[config.mk]
export PLATFORM = sky130hd
export DESIGN_NAME = flash_bus_arb
export DESIGN_NICKNAME = d
export VERILOG_FILES = /design/src/rtl/flash_bus_arb_pkg.sv /design/src/rtl/flash_bus_arb_mux.sv /design/src/rtl/flash_bus_arb.sv
export SDC_FILE = /design/constraint.sdc
export NUM_CORES = 1
export LEC_CHECK = 0
export ABC_AREA = 1
export ABC_CLOCK_PERIOD_IN_PS = 2000
export BUFFER_PORTS_ARGS = -buffer_cell sky130_fd_sc_hd__buf_2
export CAP_MARGIN = 20
export CORE_AREA = 2 2 68 70
export CTS_CLUSTER_SIZE = 24
export DETAILED_ROUTE_END_ITERATION = 7
export DIE_AREA = 0 0 70 72
export GPL_TIMING_DRIVEN = 1
export HOLD_SLACK_MARGIN = 0.03
export PLACE_DENSITY = 0.54
export SYNTH_ARGS = -nofsm -noshare
export SYNTH_HDL_FRONTEND = slang
export SYNTH_SLANG_ARGS = --single-unit
[constraint.sdc]
create_clock -name clk -period 2 [get_ports clk]
set_input_delay 0.4 -clock clk [delete_from_list [all_inputs] [get_ports clk]]
set_output_delay 0.4 -clock clk [all_outputs]
set_load 0.01 [all_outputs]
[src/rtl/flash_bus_arb_pkg.sv]
// flash_bus_arb_pkg: shared types, idle pin values and counter widths for the flash bus arbiter
package flash_bus_arb_pkg;

  typedef enum logic [1:0] {IDLE, OWN0, OWN1, GUARD} state_e;

  localparam logic       IDLE_NCE  = 1'b1;
  localparam logic       IDLE_SCLK = 1'b0;
  localparam logic [3:0] IDLE_SOUT = 4'h0;
  localparam logic       IDLE_OE   = 1'b0;
  localparam logic       IDLE_QPI  = 1'b0;

  localparam int GUARD_CNT_W = 16;
  localparam int TMO_CNT_W   = 17;

endpackage

[src/rtl/flash_bus_arb_mux.sv]
// flash_bus_arb_mux: combinational owner-select mux driving the flash pins, idle values when no owner
module flash_bus_arb_mux
  import flash_bus_arb_pkg::*;
(
  input  logic       own_vld_i,
  input  logic       own_idx_i,
  input  logic [1:0] req_nce_i,
  input  logic [1:0] req_sclk_i,
  input  logic [7:0] req_sout_i,
  input  logic [1:0] req_oe_i,
  input  logic [1:0] req_qpi_i,
  output logic       flash_nce_o,
  output logic       flash_sclk_o,
  output logic [3:0] flash_sout_o,
  output logic       flash_oe_o,
  output logic       flash_bus_qpi_o,
  output logic       flash_selected_o
);

  // Route the owner's pin signals straight through so edges reach the pins with no added latency
  always_comb begin
    flash_nce_o      = own_vld_i ? req_nce_i[own_idx_i]              : IDLE_NCE;
    flash_sclk_o     = own_vld_i ? req_sclk_i[own_idx_i]             : IDLE_SCLK;
    flash_sout_o     = own_vld_i ? req_sout_i[{own_idx_i, 2'b00} +: 4] : IDLE_SOUT;
    flash_oe_o       = own_vld_i ? req_oe_i[own_idx_i]               : IDLE_OE;
    flash_bus_qpi_o  = own_vld_i ? req_qpi_i[own_idx_i]              : IDLE_QPI;
    flash_selected_o = own_vld_i;
  end

endmodule

[src/rtl/flash_bus_arb.sv]
// flash_bus_arb: round-robin two-requester arbiter for the config-flash port with nCE-high guard gap
// Optional owner timeout enabled by defining FLASH_BUS_ARB_TIMEOUT_EN.
module flash_bus_arb
  import flash_bus_arb_pkg::*;
#(
  parameter int GUARD_CYCLES = 4
`ifdef FLASH_BUS_ARB_TIMEOUT_EN
  ,
  parameter int TIMEOUT_CYCLES = 65536
`endif
) (
  input  logic       clk,
  input  logic       rstn,
  input  logic [1:0] req_req,
  output logic [1:0] req_gnt,
  input  logic [1:0] req_nce,
  input  logic [1:0] req_sclk,
  input  logic [7:0] req_sout,
  input  logic [1:0] req_oe,
  input  logic [1:0] req_qpi,
  output logic [3:0] req_sin,
  output logic       flash_nce,
  output logic       flash_sclk,
  output logic       flash_oe,
  output logic       flash_bus_qpi,
  output logic [3:0] flash_sout,
  input  logic [3:0] flash_sin,
  output logic       flash_selected
`ifdef FLASH_BUS_ARB_TIMEOUT_EN
  ,
  output logic       timeout_err
`endif
);

  localparam logic [GUARD_CNT_W-1:0] GUARD_LOAD = GUARD_CNT_W'(GUARD_CYCLES - 1);

  state_e                 state_q;
  logic                   last_q;
  logic [GUARD_CNT_W-1:0] guard_q;
  logic [1:0]             gnt_q;
  logic                   own;
  logic                   own_idx;
  logic                   pick_idx;
  logic                   release_req;
  logic                   tmo_hit;
  logic                   may_grant;

  assign own         = state_q == OWN0 || state_q == OWN1;
  assign own_idx     = state_q == OWN1;
  // On a tie the requester that did not own last wins; otherwise the sole requester wins
  assign pick_idx    = &req_req ? ~last_q : req_req[1];
  assign release_req = !req_req[own_idx] && req_nce[own_idx];
  assign may_grant   = (state_q == IDLE || (state_q == GUARD && guard_q == '0)) && |req_req;
  assign req_gnt     = gnt_q;
  assign req_sin     = flash_sin;

  // Ownership FSM: grant, hold until nCE is high and the request is gone, then run the guard gap
  always_ff @(posedge clk) begin
    if (!rstn) begin
      state_q <= IDLE;
      last_q  <= 1'b1;
      guard_q <= '0;
      gnt_q   <= 2'b00;
    end else if (may_grant) begin
      state_q <= pick_idx ? OWN1 : OWN0;
      gnt_q   <= pick_idx ? 2'b10 : 2'b01;
      last_q  <= pick_idx;
    end else if (state_q == GUARD) begin
      if (guard_q == '0) state_q <= IDLE;
      else guard_q <= guard_q - 1'b1;
    end else if (own && (release_req || tmo_hit)) begin
      state_q <= GUARD;
      gnt_q   <= 2'b00;
      guard_q <= GUARD_LOAD;
    end
  end

`ifdef FLASH_BUS_ARB_TIMEOUT_EN
  logic [TMO_CNT_W-1:0] tmo_q;
  logic [TMO_CNT_W-1:0] tmo_d;
  logic                 err_q;

  assign tmo_hit     = own && !req_nce[own_idx] && tmo_q == TMO_CNT_W'(TIMEOUT_CYCLES - 1);
  assign tmo_d       = (own && !req_nce[own_idx] && !tmo_hit) ? tmo_q + 1'b1 : '0;
  assign timeout_err = err_q;

  // Count consecutive owned nCE-low cycles; the error flag is sticky until reset
  always_ff @(posedge clk) begin
    if (!rstn) begin
      tmo_q <= '0;
      err_q <= 1'b0;
    end else begin
      tmo_q <= tmo_d;
      err_q <= err_q | tmo_hit;
    end
  end
`else
  assign tmo_hit = 1'b0;
`endif

  // Reset forces the pins idle immediately, even in the middle of a transaction
  flash_bus_arb_mux u_mux (
    .own_vld_i       (rstn && own),
    .own_idx_i       (own_idx),
    .req_nce_i       (req_nce),
    .req_sclk_i      (req_sclk),
    .req_sout_i      (req_sout),
    .req_oe_i        (req_oe),
    .req_qpi_i       (req_qpi),
    .flash_nce_o     (flash_nce),
    .flash_sclk_o    (flash_sclk),
    .flash_sout_o    (flash_sout),
    .flash_oe_o      (flash_oe),
    .flash_bus_qpi_o (flash_bus_qpi),
    .flash_selected_o(flash_selected)
  );

endmodule

* Word-level counts from Yosys, hierarchy flattened
Index checks and enable logic that the tools add are counted.
** Word-level totals
- Flip-flop bits (word level) :: 21
- Bits of input ports :: 24
- Output and inout bits :: 15
- Logic and storage cells :: 60
** Cells by class
- $add $sub $neg :: 1
- Magnitude comparators :: 1
- Eq/ne operators :: 6
- Shifts and indexed selects :: 1
- Mux-type cells :: 27
- Bitwise operators :: 2
- Reductions and logical operators :: 18
** Operators by type and width (number)
- $mux W16 :: 3
- $logic_not A16 Y1 :: 1
- $mux W2 :: 8
- $sub A16 B1 Y16 const B :: 1
- $mux W1 :: 15
- $shiftx A8 B4 Y4 :: 1
- $reduce_and A2 Y1 :: 3
- $logic_and A1 B1 Y1 :: 5
- $eq A2 B2 Y1 const B :: 2
- $mux W4 :: 1
- $ne A2 B2 Y1 const B :: 2
- $reduce_bool A2 Y1 :: 2
- $ne A3 B2 Y1 const B :: 1
- $reduce_and A3 Y1 :: 1
- $reduce_bool A3 Y1 :: 1
- $eq A2 B1 Y1 const B :: 1
- $logic_not A2 Y1 :: 1
- $logic_or A1 B1 Y1 :: 2
- $lt A1 B2 Y1 const B :: 1
- $not A1 Y1 :: 2
- $reduce_or A2 Y1 :: 1
- $logic_not A1 Y1 :: 1

* Logic depth before layout (Yosys ltp)
Gate-level depths: netlist (run 1).
- Word-level depth :: 9
- Gate-level depth with buffers :: 13
- Depth with buffers taken out :: 12

* By module
A second synthesis (run 1) with hierarchy kept.
** Second synthesis, totals
- Cell total of the unflattened synthesis :: 275
- Area total of the unflattened synthesis :: 1675.4 sq um
** By module, submodules not included
- flash_bus_arb :: instances 1, cells each 232, area an instance 1487.7 sq um, sequential area each 420.4 sq um
- flash_bus_arb_mux :: instances 1, cells each 43, area an instance 187.7 sq um, sequential area each 0.0 sq um

* Worst setup path after synthesis (run 1)
Ideal clock, no wire load.
- Path type :: reg2reg
- Start point :: register state_q[0]
- End point :: register guard_q[6]
- Setup time :: 115 ps
- Arrival :: 1505 ps
- Data required time :: 1885 ps
- Slack :: 381 ps
- Stages on the path, launching flop included :: 11
- Buffers on the path :: 2
- Period minus slack after synthesis :: 1619 ps
- Cell sequence :: dfxtp_1 -> inv_1 -> ha_1 -> buf_6 -> a21oi_1 -> nand3_1 -> nand2_2 -> o211ai_2 -> buf_6 -> o21ai_1 -> nor2_1
** Between the ends
- Word-level cells in the longest chain between the ends :: 8
- Elaborated cells between the ends (all ways) :: 20
- Those cells by class :: 4 x eq/ne; 5 x mux; 1 x bitwise; 10 x reduce/logical
** Ends and longest elaborated chain
- start, declared :: line flash_bus_arb.sv:37 : state_e state_q;
- start signal, assigned :: line flash_bus_arb.sv:65 : state_q <= pick_idx ? OWN1 : OWN0;
- $eq A2 B2 Y1 :: line flash_bus_arb.sv:48, flash_bus_arb.sv:49
- $mux W1 (not written as such) (2 in a row) :: line flash_bus_arb.sv:52 : assign release_req = !req_req[own_idx] && req_nce[own_idx];
- $logic_not A1 Y1 :: line flash_bus_arb.sv:52
- $logic_and A1 B1 Y1 :: line flash_bus_arb.sv:52
- $logic_and A1 B1 Y1 :: line flash_bus_arb.sv:71 : end else if (own && (release_req || tmo_hit)) begin
- $reduce_bool A2 Y1 (no line)
- $reduce_and A3 Y1 (no line)
- end signal, assigned :: line flash_bus_arb.sv:70 : else guard_q <= guard_q - 1'b1;
- end, declared :: line flash_bus_arb.sv:39 : logic [GUARD_CNT_W-1:0] guard_q;
Parallel ways exist; a longest one is shown, timed or not. The select of a mux whose other input is x is not followed.
A chain may end at the register's enable or synchronous reset.

* Final worst setup path (run 1)
- Start point :: register state_q[0]
- End point :: output port flash_nce
** Between the ends
- Word-level cells in the longest chain between the ends :: 4
- Elaborated cells between the ends (all ways) :: 7
- Those cells by class :: 2 x eq/ne; 3 x mux; 2 x reduce/logical
** Ends and longest elaborated chain
- $eq A2 B2 Y1 / $eq A2 B1 Y1 (equally long branches) :: line flash_bus_arb.sv:48, flash_bus_arb.sv:49
- $mux W1 (not written as such) / $logic_or A1 B1 Y1 (equally long branches) :: line flash_bus_arb_mux.sv:22, flash_bus_arb.sv:48
- $mux W1 (not written as such) / $logic_and A1 B1 Y1 (equally long branches) :: line flash_bus_arb_mux.sv:22, flash_bus_arb.sv:103
- $mux W1 (*) :: line flash_bus_arb_mux.sv:22 : flash_nce_o = own_vld_i ? req_nce_i[own_idx_i] : IDLE_NCE;
- end, declared :: line flash_bus_arb.sv:22 : output logic flash_nce,
Every way passes the cells marked *; elsewhere a longest branch is shown, timed or not. The select of a mux whose other input is x is not followed.

==> results of run 1 <==
-- tightest hold or removal path, cell delays in order (launching register included) --
cell and delay [ns]:
dfxtp_1 0.33, nand2_1 0.05, nand3_1 0.05
-- metrics by stage --
step / area, um^2 / setup WS [ns] / instances / hold slack [ns]
floorplan: 1470 / 0.381 / 236 / 0.429
global placement: 1630 / 0.183 / 311 / 0.446
detailed placement: 1630 / 0.132 / 311 / 0.453
CTS: 1680 / 0.0589 / 315 / 0.472
global route: 1690 / 0.0253 / 315 / 0.482
finish: 1690 / 0.174 / 315 / 0.463
-- state kept, by name (all words and copies together), names as in the netlist --
| signal | count |
|---|---|
| guard_q | 16 |
| last_q | 1 |
| req_gnt | 2 |
| state_q | 2 |
-- power by group --
part | switching, uW | internal, uW | leakage [uW]
clock network | 136 | 142 | 0.0000228
logic | 1250 | 726 | 0.000661
registers | 147 | 573 | 0.000171
-- cell usage after synthesis (all sizes together) --
library cell / number
buf: 9
a31oi: 1
nor3: 2
dfxtp: 21
nor2: 55
a21oi: 20
inv: 19
nand4: 2
o211ai: 2
nand2: 68
o21ai: 11
xor2: 2
ha: 5
clkbuf: 1
xnor2: 2
nand3: 15
and3: 1
-- final cells by class --
cell class	count	area (um^2)
Sequential cell	21	420
Clock buffer	4	45.0
Inverter	19	76.3
Fill cell	468	2570
Tap cell	52	65.1
Timing Repair Buffer	33	173
Multi-Input combinational cell	186	913
-- cells by family (layout without fill, tap and decap cells) --
kind of cell,after synthesis,count (layout),share of synthesized area [%]
adders and majority gates,5,5,4.24
and+or+nand+nor,143,143,41.3
xor gates and xnor gates,4,4,2.38
buffers and inverters,29,56,10.4
DFF,21,21,28.5
AOI/OAI and AO/OA,34,34,13.1
-- placed cells by master, fill, tap and decap left out --
master     n
nand2_1   65
nor2_1    49
buf_2     30
dfxtp_1   21
a21oi_1   18
inv_1     16
nand3_1   14
o21ai_1    5
o21ai_0    5
nor2_2     4
ha_1       4
nand2_2    3
clkbuf_8   3
buf_4      3
inv_2      2
xor2_1     2
nand4_1    2
nor3_1     2
xnor2_1    2
a21oi_2    2
inv_6      1
nor2_4     1
nand3_2    1
o211ai_4   1
o21ai_2    1
nor2_8     1
o211ai_1   1
a31oi_1    1
and3_1     1
ha_2       1
clkbuf_1   1
-- layer usage --
| metal | track usage (%) | vias up |
|---|---|---|
| met5 | 0 | - |
| met4 | 4.06 | 0 |
| met3 | 1.67 | 2 |
| met2 | 24.4 | 23 |
| met1 | 19.5 | 609 |
| li1 | - | 800 |
-- final timing paths --
| kind | start | end | slack, ns | cells after the start |
|---|---|---|---|---|
| hold reg to reg | last_q | last_q | 0.46 | 2 |
| setup reg to reg | state_q[1] | guard_q[4] | 0.20 | 10 |
| hold / removal | last_q | last_q | 0.46 | 2 |
| setup / recovery | state_q[0] | flash_nce | 0.17 | 6 |
==> summary.txt, run 1 <==
Detailed routing
  – Vias per inst: 4.55
  – Routed WL: approximately 3.4 mm
  – Met2 WL post-DR: between 1.5 and 2 mm
  – Antenna viol nets, final: 0
  – Drt pass-1 iters: 4
  – Metal3 WL: around 140 um
  – DRT met1 WL: 1.71 mm
  – Initial DRC count: 42
  – Highest Signal Layer: met4
  – WL/cell: 10.8 um
  – Post-route DRC violation count: 0
  – Vias: roughly 1400

Clock tree
  – # Post-CTS Setup Buffers: 0
  – CTS HTree Levels: 1
  – Clock Latency Late Sink: about 0.26 ns
  – Post-cts sizing count: 0
  – CTS max path bufs: 2
  – Clock Sink Count: 21
  – Cts bufs inserted: 3
  – CTS tree: yes
  – Hold_buf cts: 0
  – Root buffer cell: clkbuf_8
  – Clk slew on worst S/H paths: 0.07 ns

Floorplan
  – Chip height: around 72 um
  – Core ar.: 4260 um^2
  – Die width: 70 um
  – Initial Util: 34.6%
  – Die area: 5040 um^2
  – IO Pins: 39
  – Row count: 24

STA
  – Fmax: 547 MHz
  – Fin. Hold Viols: 0
  – Worst-Margin Slew: 0.460 ns
  – Final setup vio count: 0
  – RSZ-0062 raised after global routing: no
  – Final period util: between 90% and 100%
  – Slew Viols, Final: 0
  – Post-layout min period: 1.83 ns
  – Clock Skews: roughly 0.0041 ns
  – Slew HR: 69.2%
  – Setup_tns: 0 ns

Cells and area
  – Share of layout cells above drive strength 1: 20.5%
  – Final Util: 39.7%
  – Ant diodes: 0
  – Nets: 293
  – Area Overhead vs Synth: 14.9%

Power and ir drop
  – Power Total: between 2000 and 3000 uW
  – Pwr dens: 1760 nW/um^2
  – Max IR drop VDD: 760 uV
  – Cell leakage power: 0.000855 uW

GRT
  – First-pass GRT wire length: 6.12 mm
  – Pin count of the biggest net entering global routing: 18
  – Grt ovf: 0
  – GR Util All Layers: approximately 14%
  – Vias in the first global route: 1384
  – Initial antenna violation count: 0

Setup path
  – WS Path Type: flop to primary output
  – Crit end category: primary output
  – Slowest stage cell on the critical path: dfxtp_1
  – Worst Path Arrival: 1.43 ns
  – CP required: about 1.6 ns
  – Worst path bufs/invs: 3
  – Critical Path, Cell by Cell: inv_1 > ha_1 > nand2_2 > inv_1 > nand3_1 > buf_2
  – Critical path's largest stage delay: 0.36 ns
  – Worst path top cell family by delay: flip-flops
  – Startpoint types: flop
  – Crit Path Max Fanout: 8
  – Crit-path most repeated cell: inv_1

Synth
  – Synth Instances: 236
  – Avg Inst Size Synth: 6.25 um^2
  – Top cell type's share of synthesized area: between 20% and 30%
  – Dominant cells by area after synthesis: dfxtp_1 29%, nand2_1 17%, nor2_1 12%
  – Mapped cell area: roughly 1500 um^2
  – Syn_nets: 265
  – Syn. warnings: 0
  – Synth unique cells: 30
  – Post-synthesis register bit count: 21
  – Synth area leader: dfxtp_1
  – Seq/Total Area, Yosys: 28.5%

Outcome
  – Status: finished, final reports clean

Worst hold path
  – Worst hold path class: flop to flop

Place
  – DP Wirelength: 2.57 mm
  – PortBufs: 30
  – Placer Congestion: 0.753

Run
  – Maxcap violations: 0
(Power assumes the default switching activity.)
==> run 2: changes to the inputs <==
- ABC_AREA: 1 -> default
- CORE_AREA: 2 2 68 70 -> 2 2 67 69
- DIE_AREA: 0 0 70 72 -> 0 0 69 71
==> run 2 against run 1 <==
Highest routed layer unchanged. Global-route usage grew 1.3 points. Worst setup slack lost 0.13 ns. Clock-buffer cell count shrank 1. Final cell count shrank 11%. Area after synthesis shrank 3.3%. First-iteration DRC count grew 110%. Power shrank 3.1%. Synthesized cell count shrank 26%.
==> summary.txt, run 2 <==
Floorplan
  – Initial Util: 33.9% (was 34.6%)
  – Row count: 24 (unchanged)
  – Die width: 69 um (was 70 um)
  – Core ar.: 4200 um^2 (was 4260 um^2)
  – Chip height: 71 um (was 72 um)
  – IO Pins: 39 (unchanged)
  – Die area: 4900 um^2 (was 5040 um^2)

Setup path
  – Worst Path Arrival: 2.12 ns (was 1.43 ns)
  – Crit path capture: guard_q[12] (was flash_nce)
  – Startpoint types: flop (unchanged)
  – Critical Path Stages: 5 (was 6)
  – Crit-path most repeated cell: or4_4 (was inv_1)
  – Critical Path, Cell by Cell: or4_4 > or4_4 > nor3_4 > nor2_1 > a211o_1 (was inv_1 > ha_1 > nand2_2 > inv_1 > nand3_1 > buf_2)
  – Worst path bufs/invs: 0 (was 3)
  – Worst setup startpoint: guard_q[5] (was state_q[0])
  – R2r startpoint: guard_q[5] (was state_q[1])
  – Crit Path Max Fanout: 6 (was 8)
  – Slowest stage cell on the critical path: or4_4 (was dfxtp_1)
  – Worst path top cell family by delay: simple AND/OR/NAND/NOR gates (was flip-flops)
  – WS Path Type: flop to flop (was flop to primary output)
  – Cells on worst reg2reg path: 5 (was 10)
  – R2r endpoint: guard_q[12] (was guard_q[4])
  – CP required: 2.16 ns (was 1.60 ns)
  – Critical path's largest stage delay: 0.55 ns (was 0.36 ns)
  – R2R setup slack: 0.04 ns (was 0.20 ns)
  – Crit end category: flop (was primary output)

Power and ir drop
  – Pint: 1650 uW (was 1440 uW)
  – Pwr dens: 1510 nW/um^2 (was 1760 nW/um^2)
  – Cell leakage power: 0.000843 uW (was 0.000855 uW)
  – Seq pwr share: 20.9% (was 24.2%)
  – Power Total: 2890 uW (was 2980 uW)
  – Max IR drop VDD: 710 uV (was 760 uV)
  – Psw: 1240 uW (was 1540 uW)
  – Combinational share of power: 68.9% (was 66.5%)
  – Sw frac: 43.0% (was 51.6%)
  – Clk pwr share: 10.1% (was 9.3%)

Clock tree
  – Cts bufs inserted: 3 (unchanged)
  – CTS tree: yes (unchanged)
  – CTS HTree Levels: 1 (unchanged)
  – Clock Latency Late Sink: 0.26 ns (about the same)
  – Clock Sink Count: 21 (unchanged)
  – CTS max path bufs: 2 (unchanged)
  – Root buffer cell: clkbuf_8 (unchanged)
  – Clk slew on worst S/H paths: 0.09 ns (was 0.07 ns)

Synth
  – Seq/Total Area, Yosys: 29.5% (was 28.5%)
  – Mapped cell area: 1430 um^2 (was 1470 um^2)
  – Syn_nets: 204 (was 265)
  – Synth unique cells: 50 (was 30)
  – Syn. warnings: 0 (unchanged)
  – Synth Instances: 175 (was 236)
  – Avg Inst Size Synth: 8.14 um^2 (was 6.25 um^2)
  – Top cells by count, synth: 21 x dfxtp_1, 17 x nor2_1, 13 x a21oi_1 (was 66 x nand2_1, 49 x nor2_1, 21 x dfxtp_1)
  – Post-synthesis register bit count: 21 (unchanged)
  – Async SR Flop Fraction: 0% (unchanged)
  – EDFF count, synth: 0 (unchanged)
  – Dominant cells by area after synthesis: dfxtp_1 29%, mux2i_1 6.3%, a21oi_1 4.6% (was dfxtp_1 29%, nand2_1 17%, nor2_1 12%)
  – Count leader, synth: dfxtp_1 (was nand2_1)
  – Most used DFF post-synth: dfxtp_1 (unchanged)
  – Synth area leader: dfxtp_1 (unchanged)
  – Top cell type's share of synthesized area: 29.5% (was 28.5%)

Detailed routing
  – Highest Signal Layer: met4 (unchanged)
  – DRT met1 WL: 1.75 mm (was 1.71 mm)
  – Antenna viol nets, final: 0 (unchanged)
  – Routed WL: 3.81 mm (was 3.40 mm)
  – Initial DRC count: 90 (was 42)
  – Vias per inst: 5.29 (was 4.55)
  – Vias: 1482 (was 1434)
  – Post-route DRC violation count: 0 (unchanged)
  – Met2 WL post-DR: 1.85 mm (was 1.53 mm)
  – WL/cell: 13.6 um (was 10.8 um)
  – Drt pass-1 iters: 4 (unchanged)
  – Metal3 WL: 205 um (was 135 um)

STA
  – Post-layout min period: 1.96 ns (was 1.83 ns)
  – Final period util: 97.8% (was 91.3%)
  – Fin worst setup slack: 0.0450 ns (was 0.174 ns)
  – Slew Viols, Final: 0 (unchanged)
  – Fmax: 512 MHz (was 547 MHz)
  – Slew HR: 58.5% (was 69.2%)
  – Clock Skews: 0.00524 ns (was 0.00413 ns)
  – Worst-Margin Slew: 0.617 ns (was 0.460 ns)
  – RSZ-0062 raised after global routing: yes (was no)
  – Fin. Hold Viols: 0 (unchanged)
  – Final setup vio count: 0 (unchanged)

Cells and area
  – FF/Latch Area: 425 um^2 (was 420 um^2)
  – Largest register FFs: 16 (unchanged)
  – Ant diodes: 0 (unchanged)
  – Area Overhead vs Synth: 34.5% (was 14.9%)
  – Final Util: 45.6% (was 39.7%)
  – Share of layout cells above drive strength 1: 37.3% (was 20.5%)
  – Design Area, Final: 1920 um^2 (was 1690 um^2)
  – # fillers: 435 (was 468)
  – Commonest non-fill, non-tap cells in the layout: 30 x buf_2, 28 x buf_4, 17 x nor2_1, 17 x dfxtp_1, 12 x a21oi_1 (was 65 x nand2_1, 49 x nor2_1, 30 x buf_2)
  – Most common cell after layout, fill and taps aside: buf_2 (was nand2_1)
  – Nets: 258 (was 293)
  – Biggest register: guard_q (unchanged)
  – Multi-input combinational cell area: 993 um^2 (was 913 um^2)

GRT
  – GR Util All Layers: 15.7% (was 14.4%)
  – Grt ovf: 0 (unchanged)
  – Vias in the first global route: 1428 (was 1384)
  – Initial antenna violation count: 0 (unchanged)
  – First-pass GRT wire length: 6.44 mm (was 6.12 mm)
  – Pin count of the biggest net entering global routing: 13 (was 18)

Run
  – Maxcap violations: 0 (unchanged)

Place
  – PortBufs: 30 (unchanged)
  – Placer Congestion: 0.830 (was 0.753)
  – Place WS: 0.0496 ns (was 0.132 ns)
  – Area after DPL: 1800 um^2 (was 1630 um^2)
  – DP Wirelength: 2.99 mm (was 2.57 mm)

Worst hold path
  – Worst Hold Launch: rstn (was last_q)
  – Worst hold path class: input pin to flop (was flop to flop)

Outcome
  – Status: finished, final reports clean (unchanged)
run 2: repair_timing:
action | CTS | global route
gates resized for setup | 0 | 16
setup buffers | 0 | 1
hold buffers | 0 | 0
setup endpoints to repair | 0 | 19
endpoints found under the hold margin | 0 | 0
run 2: cell type report:
| class | count | share of cell area, % |
|---|---|---|
| multi-input cells | 138 | 51.8 |
| flip-flops and latches | 21 | 22.2 |
| repair buffers | 58 | 18.8 |
| well taps | 52 | 3.39 |
| clock buffers | 3 | 2.15 |
| inverters | 7 | 1.37 |
| clock inverters | 1 | 0.261 |
run 2: metrics by stage:
step | hold WS [ns] | setup TNS [ns] | instances
final | 0.429 | 0 | 280
after global routing | 0.443 | -0.0535 | 280
after CTS | 0.430 | 0 | 279
after detailed placement | 0.469 | 0 | 275
after global placement | 0.465 | -0.00803 | 275
after floorplan | 0.439 | 0 | 175
run 2: layer usage:
layer  GRT usage (%)  vias up
met4            2.83        0
met3            2.99        2
met1            19.4      673
met5               0        -
li1                -      764
met2            28.7       43
run 2: cells by family (layout without fill, tap and decap cells):
| group | Yosys count | in the layout | synth area share, % |
|---|---|---|---|
| multiplexers | 9 | 9 | 6.32 |
| AND/OR/NAND/NOR | 74 | 74 | 31.3 |
| adder cells (fa/ha/maj) | 5 | 5 | 4.39 |
| AO/OA/AOI/OAI | 49 | 49 | 22.6 |
| buffers and inverters | 16 | 69 | 5.36 |
| flip-flops | 21 | 21 | 29.5 |
| XOR/XNOR | 1 | 1 | 0.615 |
run 2: worst min path at each step:
stage | slack, ns | cells after the start | to
after floorplan | 0.44 | 1 | guard_q[14]
after global placement | 0.46 | 2 | req_gnt[0]
after detailed placement | 0.47 | 2 | req_gnt[0]
after CTS | 0.43 | 2 | last_q
after global routing | 0.44 | 2 | last_q
final | 0.43 | 2 | last_q
run 2: power by group through the flow:
stage	registers [uW]	logic, uW	clock network [uW]
after floorplan	637	1160	0
after global placement	601	1810	0
after detailed placement	603	1800	0
after CTS	593	1810	297
after global routing	621	2180	310
final	604	1990	292
run 2: worst register-to-register path, delay by kind of cell (launching register included):
family | cells | cell delay, ns
AO/OA/AOI/OAI | 1 | 0.26
AND/OR/NAND/NOR | 4 | 1.24
flip-flops | 1 | 0.35
